==> src/rtl/n_bin_serializer.sv <==
// Captures a frame of BINS averaged bin words and streams them out one per handshake.
// Optional N_BIN_SER_HEADER_EN prefixes each frame with a frame-counter header word.
module n_bin_serializer #(
  parameter int N    = 16,
  parameter int BINS = 4
) (
  input  logic                        clk,
  input  logic                        arest_n,
  input  logic                        in_valid,
  input  logic [BINS-1:0][N-1:0]      in_data,
  output logic                        out_valid,
  input  logic                        out_ready,
  output logic [N-1:0]                out_data,
  output logic [$clog2(BINS)-1:0]     out_bin_idx,
  output logic                        out_last,
  output logic                        out_hdr,
  output logic [15:0]                 overrun_cnt
);

  localparam int IW = $clog2(BINS);
  localparam logic [IW-1:0] KLAST = IW'(BINS - 1);

  localparam logic [1:0] IDLE = 2'd0;
  localparam logic [1:0] SEND = 2'd2;
`ifdef N_BIN_SER_HEADER_EN
  localparam logic [1:0] HDR  = 2'd1;
  localparam logic [1:0] FIRST = HDR;
`else
  localparam logic [1:0] FIRST = SEND;
`endif

  logic [1:0]            state;
  logic [BINS-1:0][N-1:0] frame;
  logic [IW-1:0]         k;
  logic                  hs;
  logic                  in_last;
  logic                  last_hs;
  logic                  accept;
  logic                  drop;

  assign out_valid = (state != IDLE);
  assign hs        = out_valid & out_ready;
  assign in_last   = (state == SEND) & (k == KLAST);
  assign last_hs   = hs & in_last;
  assign accept    = in_valid & ((state == IDLE) | last_hs);
  assign drop      = in_valid & ~accept;

  assign out_last    = in_last;
  assign out_bin_idx = k;

`ifdef N_BIN_SER_HEADER_EN
  logic [N-1:0] fcnt;
  logic         in_hdr;

  assign in_hdr   = (state == HDR);
  assign out_hdr  = in_hdr;
  assign out_data = in_hdr    ? fcnt :
                    out_valid ? frame[k] : '0;

  // Frame counter advances once the header word has been taken.
  always_ff @(posedge clk or negedge arest_n) begin
    if (!arest_n) begin
      fcnt <= '0;
    end else if (hs && in_hdr) begin
      fcnt <= fcnt + 1'b1;
    end
  end
`else
  assign out_hdr  = 1'b0;
  assign out_data = out_valid ? frame[k] : '0;
`endif

  // Frame capture, bin stepping and state sequencing.
  always_ff @(posedge clk or negedge arest_n) begin
    if (!arest_n) begin
      state <= IDLE;
      frame <= '0;
      k     <= '0;
    end else if (accept) begin
      frame <= in_data;
      k     <= '0;
      state <= FIRST;
    end else if (hs) begin
      case (state)
`ifdef N_BIN_SER_HEADER_EN
        HDR: state <= SEND;
`endif
        SEND: begin
          if (k == KLAST) begin
            state <= IDLE;
            k     <= '0;
          end else begin
            k <= k + 1'b1;
          end
        end
        default: state <= IDLE;
      endcase
    end
  end

  // Saturating count of frames dropped while busy.
  always_ff @(posedge clk or negedge arest_n) begin
    if (!arest_n) begin
      overrun_cnt <= '0;
    end else if (drop && overrun_cnt != 16'hFFFF) begin
      overrun_cnt <= overrun_cnt + 16'd1;
    end
  end

endmodule

==> config.mk <==
export PLATFORM = sky130hd
export DESIGN_NAME = n_bin_serializer
export DESIGN_NICKNAME = d
export VERILOG_FILES = /design/src/rtl/n_bin_serializer.sv
export SDC_FILE = /design/constraint.sdc
export NUM_CORES = 1
export LEC_CHECK = 0
export ABC_AREA = 1
export BUFFER_PORTS_ARGS = -buffer_cell sky130_fd_sc_hd__buf_2
export CAP_MARGIN = 10
export CORE_UTILIZATION = 45
export DETAILED_ROUTE_END_ITERATION = 8
export PLACE_DENSITY = 0.77
export SLEW_MARGIN = 20
export SYNTH_ARGS = -nofsm -noshare
export SYNTH_HDL_FRONTEND = slang
export SYNTH_SLANG_ARGS = --single-unit
export TNS_END_PERCENT = 5
==> constraint.sdc <==
create_clock -name clk -period 2.6 [get_ports clk]
set_input_delay 0.52 -clock clk [delete_from_list [all_inputs] [get_ports clk]]
set_output_delay 0.52 -clock clk [all_outputs]
set_load 0.05 [all_outputs]
==> impl_metrics.tcl <==
set metrics [dict create \
    ys_seq_elements 83 \
    clockBufferDepth 2 \
    slew_headroom_pct 62.5 \
    drive_above_1_share_pct 38.6 \
    start_util_pct 46.7 \
    clkSinkCount 83 \
    cts_made_buffers 9 \
    crit_arrival_ns 1.85 \
    antenna_found_initial 0 \
    clk_pin_slew_ns 0.09 \
    design_area_um2 4880 \
    worst_ir_drop_vdd_v 0.000569 \
    final_cell_mix "102 x buf_2, 83 x dfrtp_1, 80 x nor2_1" \
    grt_pass1_vias 3215 \
    utilization_pct 55.7 \
    routabilityCongestion 0.849 \
    syn_inst 423 \
    status "completed" \
    ios 105 \
    worstMarginPinSlew_ns 0.562 \
    worst-setup-path-type "flop to output port" \
    drc_errors 0 \
    overflow 0 \
    grt_pass1_wl_um 15700 \
    syn_area_um2 4100 \
    power_density_nw_per_um2 1290 \
    dr.pass1.iters 4 \
    fmax_mhz 421 \
    port_buffers 103 \
    crit_required_ns 2.08 \
    hold_buffers 0 \
    dp_hpwl_um 6880 \
    die_w_um 97.4 \
    min_path_type "primary input to async pin" \
    clkLatencyLatePin_ns 0.35 \
    rsz0062_at_grt "no" \
    yosysSeqAreaShare_pct 50.7 \
    synth_cell_types 27 \
    placementRows 34 \
    tritoncts "done" \
    fin_nets 593 \
    hold_violations 0 \
    slew_violations 0 \
    cts_root_buffer "clkbuf_8" \
    synth_warnings 0 \
    grt_usage_pct 21.1 \
    drtIter0Drc 105 \
    htreeDepth 3 \
    crit_fanout 20 \
    wl_um 9460 \
    n_antenna_cell 0 \
    end_kind "output port" \
    ant_nets 0 \
    postCtsSetupRepairBufs 0 \
    critPathLaunchType "flop" \
    via_per_inst 5.17 \
    leakagePower_nw 2.34 \
    p_total_mw 6.32 \
    core-area_um2 8760 \
    area_growth_pct 19.3 \
    die_h_um 97.4 \
    wl_per_cell_um 14.9 \
    setup_viol 0 \
    synth_nets 493 \
    max_cap_violations 0 \
    period_share_pct 91.3 \
    fin_skew_ns 0.0111 \
    place_area_um2 4690 \
    min_period_ns 2.37 \
    filler_cell_count 781 \
    vias 3289 \
    grt_max_degree 67 \
    dieArea_um2 9490 \
    avgSynthCellArea_um2 9.68 \
    layout_commonest_cell "buf_2" \
]
==> state kept, by name, summed over array words and instances (netlist names) <==
name and flops:
overrun_cnt 16, frame 64, out_bin_idx 2, state 1
==> cells in the mapped netlist (all sizes together) <==
cell / number / area [um^2]
nor2: 82 / 318
clkinv: 2 / 8.75
nand4: 5 / 31.3
clkbuf: 7 / 26.3
dfrtp: 83 / 2080
inv: 15 / 56.3
buf: 14 / 113
a21oi: 16 / 80.1
o21ai: 39 / 206
a22oi: 1 / 7.51
or2: 1 / 6.26
nand3: 9 / 57.6
conb: 1 / 3.75
mux2: 64 / 721
xnor2: 7 / 61.3
ha: 2 / 25.0
nand2: 75 / 297
==> area by class of cell <==
| cell class | instances | area (um^2) | area share, % |
|---|---|---|---|
| tap | 108 | 135 | 2.77 |
| sequential | 83 | 2080 | 42.5 |
| inverter | 17 | 68.8 | 1.41 |
| clock buffer | 10 | 138 | 2.82 |
| clock inverter | 6 | 50.0 | 1.02 |
| multi-input combinational | 302 | 1820 | 37.3 |
| timing repair buffer | 110 | 596 | 12.2 |
==> logic make-up after synthesis <==
family | Yosys count | share of synthesized area [%]
buffers and inverters | 38 | 4.98
xor gates and xnor gates | 7 | 1.50
and+or+nand+nor | 172 | 17.3
DFF | 83 | 50.7
muxes | 64 | 17.6
adders and majority gates | 2 | 0.611
AOI/OAI and AO/OA | 56 | 7.18
other | 1 | 0.0916
==> stage by stage <==
| step | std cells | hold slack, ns | setup slack (ns) | TNS [ns] |
|---|---|---|---|---|
| 4_1_cts | 636 | 0.133 | 0.152 | 0 |
| 2_1_floorplan | 423 | 0.224 | -0.139 | -1.11 |
| 6_report | 636 | 0.126 | 0.226 | 0 |
| 5_1_grt | 636 | 0.150 | 0.0746 | 0 |
| 3_3_place_gp | 620 | 0.480 | 0.550 | 0 |
| 3_5_place_dp | 620 | 0.490 | 0.559 | 0 |
==> report_power, final <==
part,switching [mW],internal (mW),total (mW)
combinational,2.16,1.11,3.27
sequential,0.328,1.85,2.18
clock,0.486,0.381,0.867
total,2.98,3.35,6.32
==> timing repair <==
item	4_1_cts	5_1_grt
endpoints found under the hold margin	0	0
setup endpoints to repair	0	1
resized for setup	0	1
==> path summary, 6_finish.rpt <==
kind	from	endpoint	slack, ns	cells past startpoint
worst max-delay path	out_bin_idx[0]	out_data[8]	0.23	6
worst min-delay path	arest_n	frame[41]	0.13	1
worst max register to register	out_bin_idx[0]	overrun_cnt[7]	0.60	9
worst min register to register	frame[60]	frame[60]	0.51	1
max in group asynchronous	arest_n	frame[17]	1.85	2
min in group clk	in_data[10]	frame[10]	0.39	2
==> critical path, cell delays in order (launching register included) <==
cell     delay, ns
dfrtp_1       0.38
buf_4         0.18
inv_1         0.08
buf_4         0.20
o21ai_0       0.16
a21oi_1       0.19
buf_2         0.29
==> routing by layer <==
metal | wire [um] | vias to the layer above | global-route usage [%]
li1 | - | 1590 | -
met1 | 3980 | 1572 | 26.3
met2 | 4630 | 114 | 35.1
met3 | 697 | 13 | 6.26
met4 | 153 | 0 | 6.67
met5 | 0 | - | 0
(Power assumes the default switching activity.)
